`src/rtl/al2_line_encoder.sv`:
```
// al2_line_encoder: packs the one-hot D/C field selects and the raw control
// sideband into the 16-bit al2 word. Each encoded word and its error flag go
// into a 2-entry in-order output FIFO. Words flagged as illegal are counted
// in a saturating 8-bit counter.
module al2_line_encoder (
  input  logic        clk,
  input  logic        rst_n,
  input  logic        in_valid,
  output logic        in_ready,
  input  logic [15:0] hot_d,
  input  logic [15:0] hot_c,
  input  logic [6:0]  ctl,
  input  logic        ctl_v4,
  output logic        out_valid,
  input  logic        out_ready,
  output logic [15:0] out_word,
  output logic        out_err,
  output logic [7:0]  err_cnt,
  input  logic        err_clr
);

  // Lowest-set-bit isolation: a line is chosen only when every line below it is idle.
  logic [15:0] low_d;
  logic [15:0] low_c;

  genvar gi;
  generate
    for (gi = 0; gi < 16; gi++) begin : g_low
      if (gi == 0) begin : g_first
        assign low_d[gi] = hot_d[gi];
        assign low_c[gi] = hot_c[gi];
      end else begin : g_rest
        assign low_d[gi] = hot_d[gi] & ~(|hot_d[gi-1:0]);
        assign low_c[gi] = hot_c[gi] & ~(|hot_c[gi-1:0]);
      end
    end
  endgenerate

  logic [3:0] k_idx;
  logic [3:0] j_idx;

  // Convert the isolated one-hot selects to binary indices (zero when nothing is selected).
  always_comb begin
    k_idx = 4'd0;
    j_idx = 4'd0;
    for (int i = 0; i < 16; i++) begin
      if (low_d[i]) k_idx = k_idx | i[3:0];
      if (low_c[i]) j_idx = j_idx | i[3:0];
    end
  end

  logic        c_nz;
  logic        d_zero;
  logic        d_multi;
  logic        c_multi;
  logic        enc_err;
  logic [15:0] enc_word;

  assign c_nz    = |hot_c;
  assign d_zero  = ~(|hot_d);
  assign d_multi = |(hot_d & (hot_d - 16'd1));
  assign c_multi = |(hot_c & (hot_c - 16'd1));
  assign enc_err = d_zero | d_multi | c_multi;

  // Index bits are bit-reversed into their fields. A live C select forces v4 so the
  // decoder's C lines are enabled. Otherwise v4 is taken from the sideband.
  assign enc_word = {k_idx[0], k_idx[1], k_idx[2], k_idx[3],
                     j_idx[0], j_idx[1], j_idx[2], j_idx[3],
                     ctl[6], ctl[5], ctl[4],
                     c_nz ? 1'b1 : ctl_v4,
                     ctl[3:0]};

  // Output FIFO: two entries, in order, with explicit occupancy.
  logic [16:0] entry_reg [2];
  logic        wr_ptr_reg;
  logic        rd_ptr_reg;
  logic [1:0]  count_reg;
  logic [1:0]  count_next;
  logic        push;
  logic        pop;
  logic [16:0] head;

  assign in_ready  = (count_reg != 2'd2);
  assign out_valid = (count_reg != 2'd0);
  assign push      = in_valid & in_ready;
  assign pop       = out_valid & out_ready;
  assign head      = entry_reg[rd_ptr_reg];
  assign out_word  = head[15:0];
  assign out_err   = head[16];

  // A simultaneous push and pop leaves occupancy unchanged.
  always_comb begin
    count_next = count_reg;
    case ({push, pop})
      2'b10:   count_next = count_reg + 2'd1;
      2'b01:   count_next = count_reg - 2'd1;
      default: count_next = count_reg;
    endcase
  end

  // Storage and pointer update. Reset discards all entries and zeroes the head word.
  always_ff @(posedge clk or negedge rst_n) begin
    if (!rst_n) begin
      for (int i = 0; i < 2; i++) entry_reg[i] <= '0;
      wr_ptr_reg <= 1'b0;
      rd_ptr_reg <= 1'b0;
      count_reg  <= 2'd0;
    end else begin
      if (push) begin
        entry_reg[wr_ptr_reg] <= {enc_err, enc_word};
        wr_ptr_reg            <= ~wr_ptr_reg;
      end
      if (pop) rd_ptr_reg <= ~rd_ptr_reg;
      count_reg <= count_next;
    end
  end

  logic [7:0] err_cnt_reg;
  logic [7:0] err_cnt_next;
  logic       err_acc;

  assign err_acc = push & enc_err;
  assign err_cnt = err_cnt_reg;

  // A clear takes priority. An error word accepted in the same cycle still counts as one.
  always_comb begin
    err_cnt_next = err_cnt_reg;
    if (err_clr)
      err_cnt_next = err_acc ? 8'd1 : 8'd0;
    else if (err_acc && err_cnt_reg != 8'hFF)
      err_cnt_next = err_cnt_reg + 8'd1;
  end

  // Saturating error counter register.
  always_ff @(posedge clk or negedge rst_n) begin
    if (!rst_n) err_cnt_reg <= 8'd0;
    else        err_cnt_reg <= err_cnt_next;
  end

endmodule

```
`config.mk`:
```
export PLATFORM = sky130hd
export DESIGN_NAME = al2_line_encoder
export DESIGN_NICKNAME = d
export VERILOG_FILES = /design/src/rtl/al2_line_encoder.sv
export SDC_FILE = /design/constraint.sdc
export NUM_CORES = 1
export LEC_CHECK = 0
export ABC_AREA = 1
export ABC_CLOCK_PERIOD_IN_PS = 2200
export BUFFER_PORTS_ARGS = -buffer_cell sky130_fd_sc_hd__buf_2
export CORE_AREA = 5 5 99 138
export CTS_CLUSTER_DIAMETER = 120
export DETAILED_ROUTE_END_ITERATION = 8
export DIE_AREA = 0 0 104 143
export SLEW_MARGIN = 20
export SYNTH_ARGS = -nofsm -noshare
export SYNTH_HDL_FRONTEND = slang
export SYNTH_SLANG_ARGS = --single-unit
```
`constraint.sdc`:
```
create_clock -name clk -period 2.2 [get_ports clk]
set_clock_uncertainty 0.2 [all_clocks]
set_input_delay 0.11 -clock clk [delete_from_list [all_inputs] [get_ports clk]]
set_output_delay 0.11 -clock clk [all_outputs]
set_load 0.05 [all_outputs]
```
# Word level (Yosys, flattened, before mapping)

Cells that the tools add are included.
W data, S select, Z words.

$mul: 0
Shift-type cells: 0
Reduce and logical (&&, ||, !) cells: 37
Multiplexer cells: 41
Order comparisons: 3
$add $sub $neg: 5
Bitwise operators: 72
Eq/ne operators: 4
Div/mod/pow operators: 0

Operators by type and width:

| operator                | count |
|---|---|
| $mux W17                | 4 |
| $mux W4                 | 16 |
| $reduce_or A16 Y1       | 4 |
| $bwmux W34              | 1 |
| $and A1 B1 Y1           | 33 |
| $not A1 Y1              | 33 |
| $and A16 B16 Y16        | 2 |
| $sub A16 B1 Y16 const B | 2 |
| $reduce_or A15 Y1       | 2 |
| $reduce_or A14 Y1       | 2 |
| $reduce_or A13 Y1       | 2 |
| $mux W3                 | 8 |
| $reduce_or A12 Y1       | 2 |
| $reduce_or A11 Y1       | 2 |
| $reduce_or A10 Y1       | 2 |
| $reduce_or A9 Y1        | 2 |
| $demux W17 S1           | 1 |
| $mux W8                 | 2 |
| $reduce_or A8 Y1        | 2 |
| $reduce_or A7 Y1        | 2 |
| $reduce_or A6 Y1        | 2 |
| $reduce_or A5 Y1        | 2 |
| $add A8 B1 Y8 const B   | 1 |
| $mux W2                 | 4 |
| other kinds (17)        | 29 |

Logic and storage cells: 168
Memories: 0
Memory bits (read-only): 0
Bits in registers: 46
Latch bits: 0
Bits in writable memories: 0
Input bits: 45

# Depth between registers and ports, before layout

Depth in word-level cells: 18
Depth in mapped cells: 14
Depth with buffers taken out: 14

# Worst setup path before layout

No wires, ideal clock.

Path type: register -> register
Start: register err_cnt_reg[0] (netlist: err_cnt[0])
End: register err_cnt_reg[2] (netlist: err_cnt[2])
Setup time: 0.119 ns
Data arrival time: 1.739 ns
Cell stages (with the launch flop): 11
Slack: 0.143 ns
Cell sequence: dfrtp_1 ha_1 nand2_1 nor2_1 inv_1 nor2_1 nand4_1 nand3_4 nand2_4 nand2_1 nand2_1

Word-level cells in the longest chain between the ends: 3
Elaborated cells between the ends (all ways): 6
Classes of those cells: 1 x add/sub; 1 x eq/ne; 2 x mux; 2 x reduce/logical

RTL lines:

| item                                                  | line     | RTL |
|---|---|---|
| from (decl)                                           | 118      | `logic [7:0] err_cnt_reg;` |
| from (signal assigned)                                | 137      | `else err_cnt_reg <= err_cnt_next;` |
| $add A8 B1 Y8 / $ne A8 B8 Y1 (equally long branches)  | 131, 130 |  |
| $mux W8 / $logic_and A1 B1 Y1 (equally long branches) | 130      | `else if (err_acc && err_cnt_reg != 8'hFF)` |
| $mux W8 / $reduce_bool A2 Y1 (equally long branches)  | -        |  |

Parallel ways exist; a longest one is shown, timed or not. The select of a mux whose other input is x is not followed.
A chain may end at the register's enable or synchronous reset.

# Final worst setup path

Start: register rd_ptr_reg
End: output out_word[1]

Word-level cells in the longest chain between the ends: 4

RTL lines:

| item                                         | line | RTL |
|---|---|---|
| from (decl)                                  | 76   | `logic rd_ptr_reg;` |
| from (signal assigned)                       | 113  | `if (pop) rd_ptr_reg <= ~rd_ptr_reg;` |
| $not A1 Y2 (implied by the code)             | 87   | `assign head = entry_reg[rd_ptr_reg];` |
| $mux W17 (implied by the code) (3 in series) | 87   |  |
| to (decl)                                    | 16   | `output logic [15:0] out_word,` |

Every way passes these cells. The select of a mux whose other input is x is not followed.

==> summary.md <==
| Metric | Value |
|---|---|
| Post-CTS sizing | `0` |
| Clock slew at reported path FFs | `60 ps` |
| Max-cap violations | `0` |
| Global-route wire length before repair | `13500 um` |
| Final hold vios | `1` |
| Leak Pwr | `2.06 nW` |
| Setup TNS | `0 ps` |
| H-tree depth | `2` |
| Most common cell after layout, fill and taps aside | `nand2_1` |
| Pre-CTS setup slack | `217 ps` |
| Crit path launch type | `flip-flop` |
| Fmax | `0.513 GHz` |
| Setup Viol. Count Final | `0` |
| Drt pass-1 iters | `4` |
| Routed WL | `8070 um` |
| Seq/Total Area, Yosys | `0.383` |
| Initial antenna violation count | `0` |
| Clock sinks | `46` |
| Maximum vdd drop | `0.453 mV` |
| Placer Congestion | `0.872` |
| Die boundary width | `104 um` |
| Avg Cell Area, Syn | `6.61 um^2` |
| Layout cell share with drive strength beyond 1 | `0.199` |
| Filler cells | `1397` |
| IO Pins | `72` |
| Post-route ant nets | `0` |
| WHS Endpoint | `wr_ptr_reg` |
| Worst Path Required | `1890 ps` |
| GRT Total Usage | `0.109` |
| Most frequent cells in the layout | `nand2_1 (189), buf_2 (71), inv_1 (47), dfrtp_1 (46), nor2_1 (42)` |
| Min Hold Slack | `-6.48 ps` |
| 1st-iter DRT viols | `123` |
| Largest net degree at the start of global routing | `47` |
| Antenna diodes | `0` |
| Vias per Instance | `4.35` |
| Total grt overflow | `0` |
| Setup WS post-layout | `252 ps` |
| Tcrit/Tclk final | `0.885` |
| Cell row count | `48` |
| Via Count | `2998` |
| Syn Std Cell Area | `3000 um^2` |
| Critical path class | `flip-flop to output port` |
| PortBufs | `71` |
| Max reg flops | `34` |
| CTS tree | `built` |
| Reg-to-reg endpoint | `err_cnt[6]` |
| Die Y | `143 um` |
| DRC | `0` |
| Synth unique cells | `31` |
| Multi-input logic area | `1630 um^2` |
| Tmin final | `1950 ps` |
| CP Capture Type | `output port` |
| DIE AREA | `14900 um^2` |
| Post-Syn Nets | `501` |
| Max clock buf depth | `2` |
| Slew HR | `0.594` |
| R2r startpoint | `err_cnt[0]` |
| Final core utilization | `0.315` |
| Slew @ Worst Pin | `609 ps` |
| Gate Count Post-Synth | `454` |
| RSZ-0062 raised after global routing | `no` |
| Power density cells | `1130 nW/um^2` |
| Status | `finished with violations` |
| Number of global-route vias before repair | `2883` |
| Root Buffer | `clkbuf_16` |
| Hold Crit Class | `input pin to flip-flop` |
| DP HPWL | `6300 um` |
| Hold_buf cts | `10` |
| Worst-Skew Late Latency | `280 ps` |
| Reg2reg setup slack | `320 ps` |
| Final Slew Violations | `0` |
| Wirelength per Cell | `11.7 um` |
| Starting Density | `0.245` |
| Reg area | `1150 um^2` |
| Core area | `12300 um^2` |
| Flops & latches, synth | `46` |
| Min-Delay Startpoint | `in_valid` |
| Failing checks | `negative hold slack` |
| Worst hold stages | `4` |
| Crit path DAT | `1640 ps` |
| Setup bufs post-CTS | `0` |
| Num CTS Buffers | `5` |
| Nets | `585` |
| CP max FO | `20` |
| Synthesis-to-finish area growth | `28.6%` |
| Worst reg-to-reg path cell count | `10` |
| Yosys synthesis warning count | `0` |
==> worst max-delay path: stages, from the launching register on <==
cell and delay [ps]:
dfrtp_1 380, inv_1 460, nand2_1 100, o21ai_0 110, buf_2 300
==> area by class of cell <==
type | count | area share
multi-input cells | 349 | 0.421
inverters | 50 | 0.0493
repair buffers | 86 | 0.131
well taps | 150 | 0.0486
clock buffers | 6 | 0.0360
flip-flops and latches | 46 | 0.298
clock inverters | 2 | 0.0156
==> synth_stat cells, drive strengths merged <==
cell type	n	area, um^2
and2	1	6.26
dfrtp	46	1150
o21ai	40	200
inv	48	183
nor2	55	283
clkbuf	9	33.8
xnor2	1	8.76
nand2	194	751
nand3	25	143
nand3b	3	22.5
o211ai	1	7.51
nor4	1	6.26
a21oi	6	30.0
nor3b	3	22.5
o21bai	1	7.51
ha	2	25.0
o221ai	2	17.5
or2	2	12.5
nand4	4	25.0
clkinv	2	7.51
nor3	3	15.0
xor2	5	43.8
==> worst max-delay path by stage <==
stage                     from           end  cells past startpoint  slack [ps]
floorplan           err_cnt[0]    err_cnt[2]                     10         140
global placement      hot_c[2]    err_cnt[5]                     15         270
detailed placement    hot_c[0]    err_cnt[3]                     15         220
CTS                 rd_ptr_reg  out_word[15]                      4         260
global route        rd_ptr_reg  out_word[12]                      4          70
finish              rd_ptr_reg   out_word[1]                      4         250
==> per-stage QoR <==
step           power [mW]  hold slack (ps)  instances  instance area [um^2]
6_report             4.38            -6.48        689                  3860
3_3_place_gp         3.38            -90.8        671                  3560
5_1_grt              4.68             41.1        689                  3860
2_1_floorplan        2.83             -386        454                  3000
4_1_cts              4.43             2.67        689                  3860
3_5_place_dp         3.41            -89.7        671                  3560
==> cell families (layout without fill, tap and decap cells) <==
group	after synthesis	count (layout)	share of synthesized area
and+or+nand+nor	291	291	0.429
buffers and inverters	59	144	0.0746
AOI/OAI and AO/OA	50	50	0.0875
DFF	46	46	0.383
xor gates and xnor gates	6	6	0.0175
adders and majority gates	2	2	0.00834
==> where the power goes <==
| part | leakage [nW] | total, mW | switching [mW] | internal, mW |
|---|---|---|---|---|
| clock network | 0.0971 | 0.992 | 0.310 | 0.682 |
| logic | 1.37 | 2.08 | 1.55 | 0.526 |
| registers | 0.590 | 1.30 | 0.153 | 1.15 |
==> routing by layer <==
metal / GRT usage / part of all wire / up-vias / routed length [um]
met4: 0.0307 / 0.014 / 0 / 117
met3: 0.0217 / 0.047 / 10 / 383
met2: 0.189 / 0.49 / 66 / 3980
met5: 0 / 0 / - / 0
li1: - / - / 1585 / -
met1: 0.136 / 0.45 / 1337 / 3590
Note: power is estimated with default switching activity, not from simulation.
